<file path="config.mk">
export PLATFORM = sky130hd
export DESIGN_NAME = decode_cycle_flat
export DESIGN_NICKNAME = d
export VERILOG_FILES = /design/src/rtl/decode_cycle_if.sv /design/src/rtl/decode_cycle.sv /design/src/flat_wrapper.sv
export SDC_FILE = /design/constraint.sdc
export NUM_CORES = 1
export LEC_CHECK = 0
export CORE_MARGIN = 1
export CORE_UTILIZATION = 51
export DETAILED_ROUTE_END_ITERATION = 8
export PLACE_DENSITY_LB_ADDON = 0.1
export SYNTH_ARGS = -nofsm -noshare
export SYNTH_HDL_FRONTEND = slang
export SYNTH_SLANG_ARGS = --single-unit
export TNS_END_PERCENT = 30
</file>
<file path="constraint.sdc">
create_clock -name clk -period 3.95 [get_ports clk]
set_input_delay 1.185 -clock clk [delete_from_list [all_inputs] [get_ports clk]]
set_output_delay 1.185 -clock clk [all_outputs]
set_load 0.03 [all_outputs]
</file>
<file path="src/rtl/decode_cycle_if.sv">
// Decode-stage bus: IF/ID inputs, write-back port, hazard stalls and the ID/EX register outputs.
// No valid/ready handshake here: every signal is sampled or produced once per clock; StallF/StallD are the only back-pressure.
interface decode_cycle_if #(
    parameter int DATA_W = 20,
    parameter int ADDR_W = 4
);
    logic [DATA_W-1:0] InstrD;
    logic [DATA_W-1:0] PCD;
    logic [DATA_W-1:0] PCPlus4D;
    logic              FlushE;
    logic              RegWriteW;
    logic [ADDR_W-1:0] RdW;
    logic [DATA_W-1:0] ResultW;

    logic              StallF;
    logic              StallD;
    logic              RegWriteE;
    logic              MemWriteE;
    logic              MemReadE;
    logic              BranchE;
    logic              JumpE;
    logic              ALUSrcE;
    logic [2:0]        ALUControlE;
    logic [DATA_W-1:0] RD1E;
    logic [DATA_W-1:0] RD2E;
    logic [DATA_W-1:0] ImmExtE;
    logic [DATA_W-1:0] PCE;
    logic [DATA_W-1:0] PCPlus4E;
    logic [ADDR_W-1:0] RdE;
    logic [ADDR_W-1:0] Rs1E;
    logic [ADDR_W-1:0] Rs2E;
    logic              IllegalE;

    // master: fetch / write-back / execute side that drives decode.
    modport master (
        output InstrD, PCD, PCPlus4D, FlushE, RegWriteW, RdW, ResultW,
        input  StallF, StallD, RegWriteE, MemWriteE, MemReadE, BranchE, JumpE,
               ALUSrcE, ALUControlE, RD1E, RD2E, ImmExtE, PCE, PCPlus4E,
               RdE, Rs1E, Rs2E, IllegalE
    );

    modport slave (
        input  InstrD, PCD, PCPlus4D, FlushE, RegWriteW, RdW, ResultW,
        output StallF, StallD, RegWriteE, MemWriteE, MemReadE, BranchE, JumpE,
               ALUSrcE, ALUControlE, RD1E, RD2E, ImmExtE, PCE, PCPlus4E,
               RdE, Rs1E, Rs2E, IllegalE
    );
endinterface

</file>
<file path="src/rtl/decode_cycle.sv">
// Decode stage of the 20-bit core: decode, register file, load-use hazard, ID/EX register.
// Optional macro DECODE_ILLEGAL_TRAP_EN raises IllegalE for illegal opcodes; otherwise IllegalE is 0.
module decode_cycle #(
    parameter int DATA_W    = 20,
    parameter int REG_COUNT = 16,
    parameter int ADDR_W    = 4
) (
    input logic           clk,
    input logic           rst,
    decode_cycle_if.slave bus
);

    typedef struct packed {
        logic              regWrite;
        logic              memWrite;
        logic              memRead;
        logic              branch;
        logic              jump;
        logic              aluSrc;
        logic              illegal;
        logic [2:0]        aluControl;
        logic [DATA_W-1:0] rd1;
        logic [DATA_W-1:0] rd2;
        logic [DATA_W-1:0] immExt;
        logic [DATA_W-1:0] pc;
        logic [DATA_W-1:0] pcPlus4;
        logic [ADDR_W-1:0] rd;
        logic [ADDR_W-1:0] rs1;
        logic [ADDR_W-1:0] rs2;
    } eStage_t;

    localparam logic [3:0] OP_NOP  = 4'd0;
    localparam logic [3:0] OP_ADD  = 4'd1;
    localparam logic [3:0] OP_SUB  = 4'd2;
    localparam logic [3:0] OP_AND  = 4'd3;
    localparam logic [3:0] OP_OR   = 4'd4;
    localparam logic [3:0] OP_ADDI = 4'd5;
    localparam logic [3:0] OP_LW   = 4'd6;
    localparam logic [3:0] OP_SW   = 4'd7;
    localparam logic [3:0] OP_BEQ  = 4'd8;
    localparam logic [3:0] OP_JAL  = 4'd9;

    localparam logic [2:0] ALU_ADD = 3'b000;
    localparam logic [2:0] ALU_SUB = 3'b001;
    localparam logic [2:0] ALU_AND = 3'b010;
    localparam logic [2:0] ALU_OR  = 3'b011;

    logic [3:0]        op;
    logic [ADDR_W-1:0] rdF;
    logic [ADDR_W-1:0] rs1F;
    logic [ADDR_W-1:0] rs2F;
    logic [DATA_W-1:0] imm8Ext;
    logic [DATA_W-1:0] imm12Ext;

    assign op       = bus.InstrD[19:16];
    assign rdF      = bus.InstrD[15:12];
    assign rs1F     = bus.InstrD[11:8];
    assign rs2F     = bus.InstrD[7:4];
    assign imm8Ext  = {{(DATA_W-8){bus.InstrD[7]}}, bus.InstrD[7:0]};
    assign imm12Ext = {{(DATA_W-12){bus.InstrD[11]}}, bus.InstrD[11:0]};

    // Control decode. Unused read ports are addressed at r0 so they read 0
    // and can never match a load destination in the hazard compare.
    eStage_t           ctrl;
    logic [ADDR_W-1:0] rs1Addr;
    logic [ADDR_W-1:0] rs2Addr;

    always_comb begin
        ctrl    = '0;
        rs1Addr = '0;
        rs2Addr = '0;
        case (op)
            OP_NOP: ;
            OP_ADD, OP_SUB, OP_AND, OP_OR: begin
                ctrl.regWrite = 1'b1;
                ctrl.rd       = rdF;
                rs1Addr       = rs1F;
                rs2Addr       = rs2F;
                case (op)
                    OP_SUB:  ctrl.aluControl = ALU_SUB;
                    OP_AND:  ctrl.aluControl = ALU_AND;
                    OP_OR:   ctrl.aluControl = ALU_OR;
                    default: ctrl.aluControl = ALU_ADD;
                endcase
            end
            OP_ADDI: begin
                ctrl.regWrite = 1'b1;
                ctrl.aluSrc   = 1'b1;
                ctrl.rd       = rdF;
                ctrl.immExt   = imm8Ext;
                rs1Addr       = rs1F;
            end
            OP_LW: begin
                ctrl.regWrite = 1'b1;
                ctrl.memRead  = 1'b1;
                ctrl.aluSrc   = 1'b1;
                ctrl.rd       = rdF;
                ctrl.immExt   = imm8Ext;
                rs1Addr       = rs1F;
            end
            OP_SW: begin
                ctrl.memWrite = 1'b1;
                ctrl.aluSrc   = 1'b1;
                ctrl.immExt   = imm8Ext;
                rs1Addr       = rs1F;
                rs2Addr       = rdF;
            end
            OP_BEQ: begin
                ctrl.branch     = 1'b1;
                ctrl.aluControl = ALU_SUB;
                ctrl.immExt     = imm8Ext << 2;
                rs1Addr         = rs1F;
                rs2Addr         = rdF;
            end
            OP_JAL: begin
                ctrl.regWrite = 1'b1;
                ctrl.jump     = 1'b1;
                ctrl.rd       = rdF;
                ctrl.immExt   = imm12Ext << 2;
            end
            default: begin
`ifdef DECODE_ILLEGAL_TRAP_EN
                ctrl.illegal = 1'b1;
`else
                ctrl.illegal = 1'b0;
`endif
            end
        endcase
    end

    // Register file: contents survive reset; write-back bypasses same-cycle reads.
    logic [DATA_W-1:0] regs [REG_COUNT];
    logic [DATA_W-1:0] rd1;
    logic [DATA_W-1:0] rd2;
    logic              wbActive;

    assign wbActive = bus.RegWriteW && (bus.RdW != '0);

    always_ff @(posedge clk) begin
        if (wbActive) begin
            regs[bus.RdW] <= bus.ResultW;
        end
    end

    always_comb begin
        rd1 = '0;
        if (rs1Addr != '0) begin
            rd1 = (wbActive && bus.RdW == rs1Addr) ? bus.ResultW : regs[rs1Addr];
        end
    end

    always_comb begin
        rd2 = '0;
        if (rs2Addr != '0) begin
            rd2 = (wbActive && bus.RdW == rs2Addr) ? bus.ResultW : regs[rs2Addr];
        end
    end

    eStage_t eReg;
    eStage_t nextE;
    logic    hazard;

    always_comb begin
        nextE         = ctrl;
        nextE.rd1     = rd1;
        nextE.rd2     = rd2;
        nextE.pc      = bus.PCD;
        nextE.pcPlus4 = bus.PCPlus4D;
        nextE.rs1     = rs1Addr;
        nextE.rs2     = rs2Addr;
    end

    // A flush already discards the dependent instruction, so no stall is needed.
    assign hazard = eReg.memRead && (eReg.rd != '0) && !bus.FlushE &&
                    ((eReg.rd == rs1Addr) || (eReg.rd == rs2Addr));

    always_ff @(posedge clk) begin
        if (rst) begin
            eReg <= '0;
        end else if (bus.FlushE) begin
            eReg <= '0;
        end else if (hazard) begin
            eReg <= '0;
        end else begin
            eReg <= nextE;
        end
    end

    assign bus.StallF      = hazard;
    assign bus.StallD      = hazard;
    assign bus.RegWriteE   = eReg.regWrite;
    assign bus.MemWriteE   = eReg.memWrite;
    assign bus.MemReadE    = eReg.memRead;
    assign bus.BranchE     = eReg.branch;
    assign bus.JumpE       = eReg.jump;
    assign bus.ALUSrcE     = eReg.aluSrc;
    assign bus.ALUControlE = eReg.aluControl;
    assign bus.RD1E        = eReg.rd1;
    assign bus.RD2E        = eReg.rd2;
    assign bus.ImmExtE     = eReg.immExt;
    assign bus.PCE         = eReg.pc;
    assign bus.PCPlus4E    = eReg.pcPlus4;
    assign bus.RdE         = eReg.rd;
    assign bus.Rs1E        = eReg.rs1;
    assign bus.Rs2E        = eReg.rs2;
    assign bus.IllegalE    = eReg.illegal;

endmodule

</file>
<file path="src/flat_wrapper.sv">
// flat-port wrapper written by rule: the top's interface ports become plain ports
module decode_cycle_flat 
#(
    parameter int DATA_W    = 20,
    parameter int REG_COUNT = 16,
    parameter int ADDR_W    = 4
)
  (clk, rst, bus_InstrD, bus_PCD, bus_PCPlus4D, bus_FlushE, bus_RegWriteW, bus_RdW, bus_ResultW, bus_StallF, bus_StallD, bus_RegWriteE, bus_MemWriteE, bus_MemReadE, bus_BranchE, bus_JumpE, bus_ALUSrcE, bus_ALUControlE, bus_RD1E, bus_RD2E, bus_ImmExtE, bus_PCE, bus_PCPlus4E, bus_RdE, bus_Rs1E, bus_Rs2E, bus_IllegalE);
  decode_cycle_if #(.DATA_W(DATA_W), .ADDR_W(ADDR_W)) bus_i ();
  input logic clk;
  input logic rst;
  input wire logic [$bits(bus_i.InstrD)-1:0] bus_InstrD;
  input wire logic [$bits(bus_i.PCD)-1:0] bus_PCD;
  input wire logic [$bits(bus_i.PCPlus4D)-1:0] bus_PCPlus4D;
  input wire logic [$bits(bus_i.FlushE)-1:0] bus_FlushE;
  input wire logic [$bits(bus_i.RegWriteW)-1:0] bus_RegWriteW;
  input wire logic [$bits(bus_i.RdW)-1:0] bus_RdW;
  input wire logic [$bits(bus_i.ResultW)-1:0] bus_ResultW;
  output wire logic [$bits(bus_i.StallF)-1:0] bus_StallF;
  output wire logic [$bits(bus_i.StallD)-1:0] bus_StallD;
  output wire logic [$bits(bus_i.RegWriteE)-1:0] bus_RegWriteE;
  output wire logic [$bits(bus_i.MemWriteE)-1:0] bus_MemWriteE;
  output wire logic [$bits(bus_i.MemReadE)-1:0] bus_MemReadE;
  output wire logic [$bits(bus_i.BranchE)-1:0] bus_BranchE;
  output wire logic [$bits(bus_i.JumpE)-1:0] bus_JumpE;
  output wire logic [$bits(bus_i.ALUSrcE)-1:0] bus_ALUSrcE;
  output wire logic [$bits(bus_i.ALUControlE)-1:0] bus_ALUControlE;
  output wire logic [$bits(bus_i.RD1E)-1:0] bus_RD1E;
  output wire logic [$bits(bus_i.RD2E)-1:0] bus_RD2E;
  output wire logic [$bits(bus_i.ImmExtE)-1:0] bus_ImmExtE;
  output wire logic [$bits(bus_i.PCE)-1:0] bus_PCE;
  output wire logic [$bits(bus_i.PCPlus4E)-1:0] bus_PCPlus4E;
  output wire logic [$bits(bus_i.RdE)-1:0] bus_RdE;
  output wire logic [$bits(bus_i.Rs1E)-1:0] bus_Rs1E;
  output wire logic [$bits(bus_i.Rs2E)-1:0] bus_Rs2E;
  output wire logic [$bits(bus_i.IllegalE)-1:0] bus_IllegalE;
  assign bus_i.InstrD = bus_InstrD;
  assign bus_i.PCD = bus_PCD;
  assign bus_i.PCPlus4D = bus_PCPlus4D;
  assign bus_i.FlushE = bus_FlushE;
  assign bus_i.RegWriteW = bus_RegWriteW;
  assign bus_i.RdW = bus_RdW;
  assign bus_i.ResultW = bus_ResultW;
  assign bus_StallF = bus_i.StallF;
  assign bus_StallD = bus_i.StallD;
  assign bus_RegWriteE = bus_i.RegWriteE;
  assign bus_MemWriteE = bus_i.MemWriteE;
  assign bus_MemReadE = bus_i.MemReadE;
  assign bus_BranchE = bus_i.BranchE;
  assign bus_JumpE = bus_i.JumpE;
  assign bus_ALUSrcE = bus_i.ALUSrcE;
  assign bus_ALUControlE = bus_i.ALUControlE;
  assign bus_RD1E = bus_i.RD1E;
  assign bus_RD2E = bus_i.RD2E;
  assign bus_ImmExtE = bus_i.ImmExtE;
  assign bus_PCE = bus_i.PCE;
  assign bus_PCPlus4E = bus_i.PCPlus4E;
  assign bus_RdE = bus_i.RdE;
  assign bus_Rs1E = bus_i.Rs1E;
  assign bus_Rs2E = bus_i.Rs2E;
  assign bus_IllegalE = bus_i.IllegalE;
  decode_cycle #(.DATA_W(DATA_W), .REG_COUNT(REG_COUNT), .ADDR_W(ADDR_W)) u_core (.clk(clk), .rst(rst), .bus(bus_i));
endmodule
</file>
### Yosys cells after proc, flatten, opt, wreduce, memory -nomap -nowiden

Memories as Yosys holds them, arrays and structs flattened. A register that Yosys moved wholly into a read port is not among the register bits.
Index checks and enable logic that the tools add are counted.

* reductions and logical operators: 20
* divide/modulo/power cells: 0
* add/sub/neg operators: 0
* shift operators: 0
* bitwise gates (word level): 3
* multiply operators: 0
* muxes and demuxes: 13
* magnitude comparators: 0
* equal/unequal tests: 11

Operators by type and width (number)
* $pmux 20 s3: 1
* $eq 4x3->1 const B: 4
* $reduce_bool 4->1: 4
* $reduce_or 4->1: 4
* $eq 4x2->1 const B: 2
* $eq 4x4->1: 2
* $eq 4x4->1 const B: 2
* $mux 1: 8
* $pmux 4 s2: 1
* $reduce_or 8->1: 1
* $reduce_or 7->1: 1
* $pmux 2 s3: 1
* $reduce_or 3->1: 2
* $eq 4x1->1 const B: 1
* $logic_and 1x1->1: 4
* $mux 4: 1
* $pmux 2 s2: 1
* $reduce_or 2->1: 2
* $not 1->1: 3
* $logic_not 1->1: 1
* $logic_or 1x1->1: 1

* bits in read-only memories: 0
* memories: 1
* register bits: 82
* latch bits: 0
* memory bits (writable): 320

Memory list
* u_core.regs: words 16, width 20, read ports 2, clocked after Yosys merged registers in 2, wr ports 1, line decode_cycle.sv:132 `logic [DATA_W-1:0] regs [REG_COUNT];`

### Logic depth before layout (Yosys ltp)

* depth in word-level cells: 7
* gate-level depth with buffers: 12

### Least setup slack after synthesis

No wires, ideal clock.

* path kind: input to output
* start point: input bus_InstrD[16]
* end point: output bus_StallF
* arrival: 3333 ps
* setup slack: -568 ps
* cell stages on the path: 8
* path through: buf_6 -> or4b_1 -> a21boi_2 -> nor2_4 -> xnor2_1 -> o31a_1 -> nor2_1 -> buf_4

* cells in the longest elaborated chain, start to end: 6
* elaborated cells between the ends (all ways): 17

RTL lines
* from (decl): line flat_wrapper.sv:12 `input wire logic [$bits(bus_i.InstrD)-1:0] bus_InstrD;`
* $eq 4x1->1 (tied with other cells): line decode_cycle.sv:72 `case (op)`
* $reduce_or 4->1 (tied with other cells)
* $pmux 4 s2 or $mux 4 (tied branches): line decode_cycle.sv:72
* $eq 4x4->1: line decode_cycle.sv:175 `((eReg.rd == rs1Addr) || (eReg.rd == rs2Addr));`
* $logic_or 1x1->1 *: line decode_cycle.sv:175
* $logic_and 1x1->1 *: line decode_cycle.sv:174 `assign hazard = eReg.memRead && (eReg.rd != '0) && !bus.FlushE &&`
* to (decl): line flat_wrapper.sv:19 `output wire logic [$bits(bus_i.StallF)-1:0] bus_StallF;`

Every way passes the cells marked *; elsewhere a longest branch is shown, timed or not.

### Worst setup path after layout

* start point: input bus_InstrD[17]
* end point: output bus_StallD

* cells in the longest elaborated chain, start to end: 6
* elaborated cells between the ends (all ways): 17

RTL lines
* $eq 4x1->1 (tied with other cells): line decode_cycle.sv:72
* $reduce_or 4->1 (tied with other cells)
* $pmux 4 s2 or $mux 4 (tied branches): line decode_cycle.sv:72
* $eq 4x4->1: line decode_cycle.sv:175
* $logic_or 1x1->1 *: line decode_cycle.sv:175
* $logic_and 1x1->1 *: line decode_cycle.sv:174
* to (decl): line flat_wrapper.sv:20 `output wire logic [$bits(bus_i.StallD)-1:0] bus_StallD;`

Marked as above.

==> metrics.md <==
| Metric | Value |
|---|---|
| Status | `complete, but fails checks` |
| Failing checks | `setup timing` |
| Row count | `71` |
| Clock network fraction of total power | `41.8%` |
| Worst slack, placed | `-688.8 ps` |
| Clock Pin Slew Worst Setup and Hold Paths | `60 ps` |
| Clock sinks | `about 430` |
| Adder-cell share of the synthesized area | `0%` |
| R2R Setup Slk | `1560 ps` |
| Initial Utilization | `52.06%` |
| Final Non-Filler Cells | `2419` |
| Die Wd | `198.3 µm` |
| Most common cell in the synthesized netlist | `edfxtp_1` |
| Worst Hold Class | `reg2reg` |
| Vias | `around 15000` |
| CP Capture Type | `output pin` |
| Mean area per synthesized cell | `about 13 µm²` |
| Internal power component | `0.008619 W` |
| EDFF count, synth | `320` |
| Worst setup path class | `in2out` |
| DRT iter0 DRCs | `1498` |
| Max transition margin | `27.20%` |
| Worst slew pin tran | `between 1000 and 1500 ps` |
| Wire per inst | `26.30 µm` |
| Top cell type's share of synthesized area | `48.89%` |
| First-pass GRT wire length | `just over 90000 µm` |
| Maximum VDD drop | `0.4182 mV` |
| Number of buffers created by CTS | `47` |
| Crit path max fanout | `5` |
| Die boundary height | `about 200 µm` |
| Ports | `~210` |
| Post-Place Cell Area | `23440 µm²` |
| Largest net degree at the start of global routing | `80` |
| DRC errors left | `0` |
| Synth area leaders | `edfxtp_1, dfxtp_1, mux2i_1` |
| Total GRT Usage | `32.31%` |
| Fill count | `2806` |
| Vias in the first global route | `approximately 15000` |
| Switching part of the total | `between 20% and 30%` |
| CP cell instances | `buf_4, buf_6, or4b_4, a21boi_4, nor2_4, xnor2_2, o31a_1, nor2_4, buf_6` |
| Sequential power share | `between 40% and 50%` |
| LEAKAGE | `9.561 nW` |
| Gate power share | `between 10% and 20%` |
| # H-tree levels | `2` |
| Final Power | `0.01144 W` |
| PwrDens | `about 450 nW/µm²` |
| CTS tree | `done` |
| Post-synth top cells | `edfxtp_1, mux2i_1, dfxtp_1` |
| Number of antenna violations at the first check in global routing | `3` |
| Crit-path leading delay family | `simple AND/OR/NAND/NOR gates` |
| Sequential-to-total area share from yosys stat | `about three fifths` |
| Fin crit share | `105.2%` |
| Core Region | `37760 µm²` |
| Post-DP HPWL | `38810 µm` |
| Slew Limit Fails | `0` |
| Layout cells sized above 1 | `18.30%` |
| Post-Syn Area | `between 15000 and 20000 µm²` |
| Slowest CP cell | `or4b_4` |
| Synth Register Bits | `~430` |
| Switching pwr | `0.002820 W` |
| Nets | `slightly below 2000` |
| Top achievable clock speed | `between 200 and 250 MHz` |
| Clk_lat worst skew | `600 ps` |
| Clock buffer depth | `3` |
| XOR/XNOR share of the synthesized area | `0.5793%` |
| PortBufs | `between 200 and 250` |
| Simple-Gate Fraction of Synth Area | `a little over 10%` |
| Avg Vias per Cell | `6.329` |
| Minimum clock period | `4155 ps` |
| Post-Route Skew | `20.71 ps` |
| Die ar. | `just under 40000 µm²` |
| Hold Vio Cnt, Final | `0` |
| Final setup viols | `2` |
| Arrival time at the worst endpoint | `about 3000 ps` |
| Largest family of logic cells by synthesized area | `compound AO/OA/AOI/OAI gates` |
| Final worst slack | `-204.7 ps` |
| Area Growth Syn to Fin | `28.76%` |
| Largest area contributor in the netlist | `edfxtp_1` |
| Ys async rst share | `0%` |
| Detail Route Antenna Nets | `0` |
| Synth cell types | `69` |
| Warnings, synthesis | `0` |
| Final WL | `about 64000 µm` |
| Mapped Cells | `1558` |
| Hold slack | `770.9 ps` |
| DRT Pass-1 Iters | `5` |
| Synth Flop Type | `edfxtp_1` |
| CP bufs+invs | `3` |
| Fin area | `25310 µm²` |
| # Max-Cap Violations | `0` |
| GRT overflow | `0` |
| Worst setup SP type | `input port` |
| Max stage delay on crit path | `500 ps` |
| Routability cong. | `0.8649` |
| Clock root cell | `clkbuf_16` |
| Inst Count DP | `2321` |
| CP required | `2760 ps` |
| Compound-Gate Fraction of Synth Area | `15.51%` |
| Multiplexer share of the synthesized area | `9.491%` |
| Unrepaired setup endpoints after global routing | `yes` |
## flip-flops by register name, summed over array words and instances (netlist names), 2 cells and up
| register | count |
|---|---|
| u_core.bus.PCPlus4E | 20 |
| u_core.bus.RD2E | 20 |
| u_core.bus.ImmExtE | 14 |
| u_core.bus.ALUControlE | 2 |
| u_core.regs | 320 |
| u_core.bus.RdE | 4 |
| u_core.bus.RD1E | 20 |
| u_core.bus.PCE | 20 |
| u_core.bus.Rs2E | 4 |
| u_core.bus.Rs1E | 4 |
## cell type report
class | instances | area [µm²] | area share, %
flip-flops and latches | 434 | 11890 | 46.99
multi-input cells | 988 | 7261 | 28.69
repair buffers | 392 | 3782 | 14.95
clock buffers | 60 | 1348 | 5.325
well taps | 511 | 639.4 | 2.526
clock inverters | 28 | 365.4 | 1.444
inverters | 5 | 18.77 | 0.07416
diodes | 1 | 2.502 | 0.009888
## stage by stage
step / setup TNS, ps / util, %
6_report: -408.8 / 67.03
5_1_grt: -516.2 / 67.03
4_1_cts: -452.7 / 66.95
3_5_place_dp: -16520 / 62.07
3_3_place_gp: -14850 / 62.07
2_1_floorplan: -294.4 / -
## power groups by stage
stage | Sequential (W) | Combinational [W] | Clock [W]
2_1_floorplan | 0.00526 | 0.000736 | 0
3_3_place_gp | 0.00518 | 0.00151 | 0
3_5_place_dp | 0.00518 | 0.00152 | 0
4_1_cts | 0.00509 | 0.00155 | 0.00483
5_1_grt | 0.00510 | 0.00166 | 0.00500
6_report | 0.00509 | 0.00157 | 0.00478
## cells by family after synthesis
family          count (synthesis)
flops                         434
compound gates                392
simple gates                  380
mux                           181
buf+inv                       157
xor+xnor                       13
other cells                     1
## what timing repair did
item / CTS / global route
endpoints found under the setup margin: 2 / 2
pin swaps: 12 / 1
hold buffers: 0 / 0
resized for setup: 39 / 4
buffers inserted: 8 / 1
## per-layer routing
| layer | share of wire (%) | up-vias | global-route usage [%] |
|---|---|---|---|
| li1 | - | 6716 | - |
| met4 | 4.2 | 4 | 14.15 |
| met2 | 45 | 921 | 50.98 |
| met5 | 0.027 | - | 0 |
| met1 | 40 | 7491 | 42.47 |
| met3 | 11 | 179 | 7.631 |
## cells in the final DEF, fill, tap and decap left out, types with 20 or more instances in the layout
| master | count |
|---|---|
| o221ai_1 | 40 |
| clkdlybuf4s50_1 | 200 |
| o211a_1 | 22 |
| nor2_1 | 37 |
| a211oi_1 | 94 |
| conb_1 | 22 |
| buf_12 | 24 |
| a22oi_1 | 22 |
| edfxtp_1 | 320 |
| and3_1 | 46 |
| buf_4 | 154 |
| nand3_1 | 71 |
| mux2i_1 | 138 |
| o211ai_1 | 44 |
| and2_1 | 59 |
| clkbuf_16 | 49 |
| dfxtp_1 | 114 |
| o32ai_1 | 38 |
| mux2_1 | 20 |
| o21ai_0 | 28 |
| a21oi_1 | 30 |
| mux2_2 | 23 |
| nand2_1 | 95 |
## final timing paths
check	start	endpoint	depth (start not counted)
worst max-delay path	bus_InstrD[17]	bus_StallD	9
worst min-delay path	u_core.regs[5][3]$_DFFE_PP_	u_core.bus.RD1E[3]$_SDFF_PP0_	5
worst max register to register	u_core.bus.RdE[1]$_SDFF_PP0_	u_core.bus.RD2E[6]$_SDFF_PP0_	8
worst min register to register	u_core.regs[5][3]$_DFFE_PP_	u_core.bus.RD1E[3]$_SDFF_PP0_	5
## worst reg2reg max path: cells and delay by family, from the launching register on
kind / cells / cell delay (ps)
and+or+nand+nor: 3 / 780
buffers and inverters: 3 / 490
DFF: 1 / 370
AOI/OAI and AO/OA: 2 / 610
Note: power is estimated with default switching activity, not from simulation.
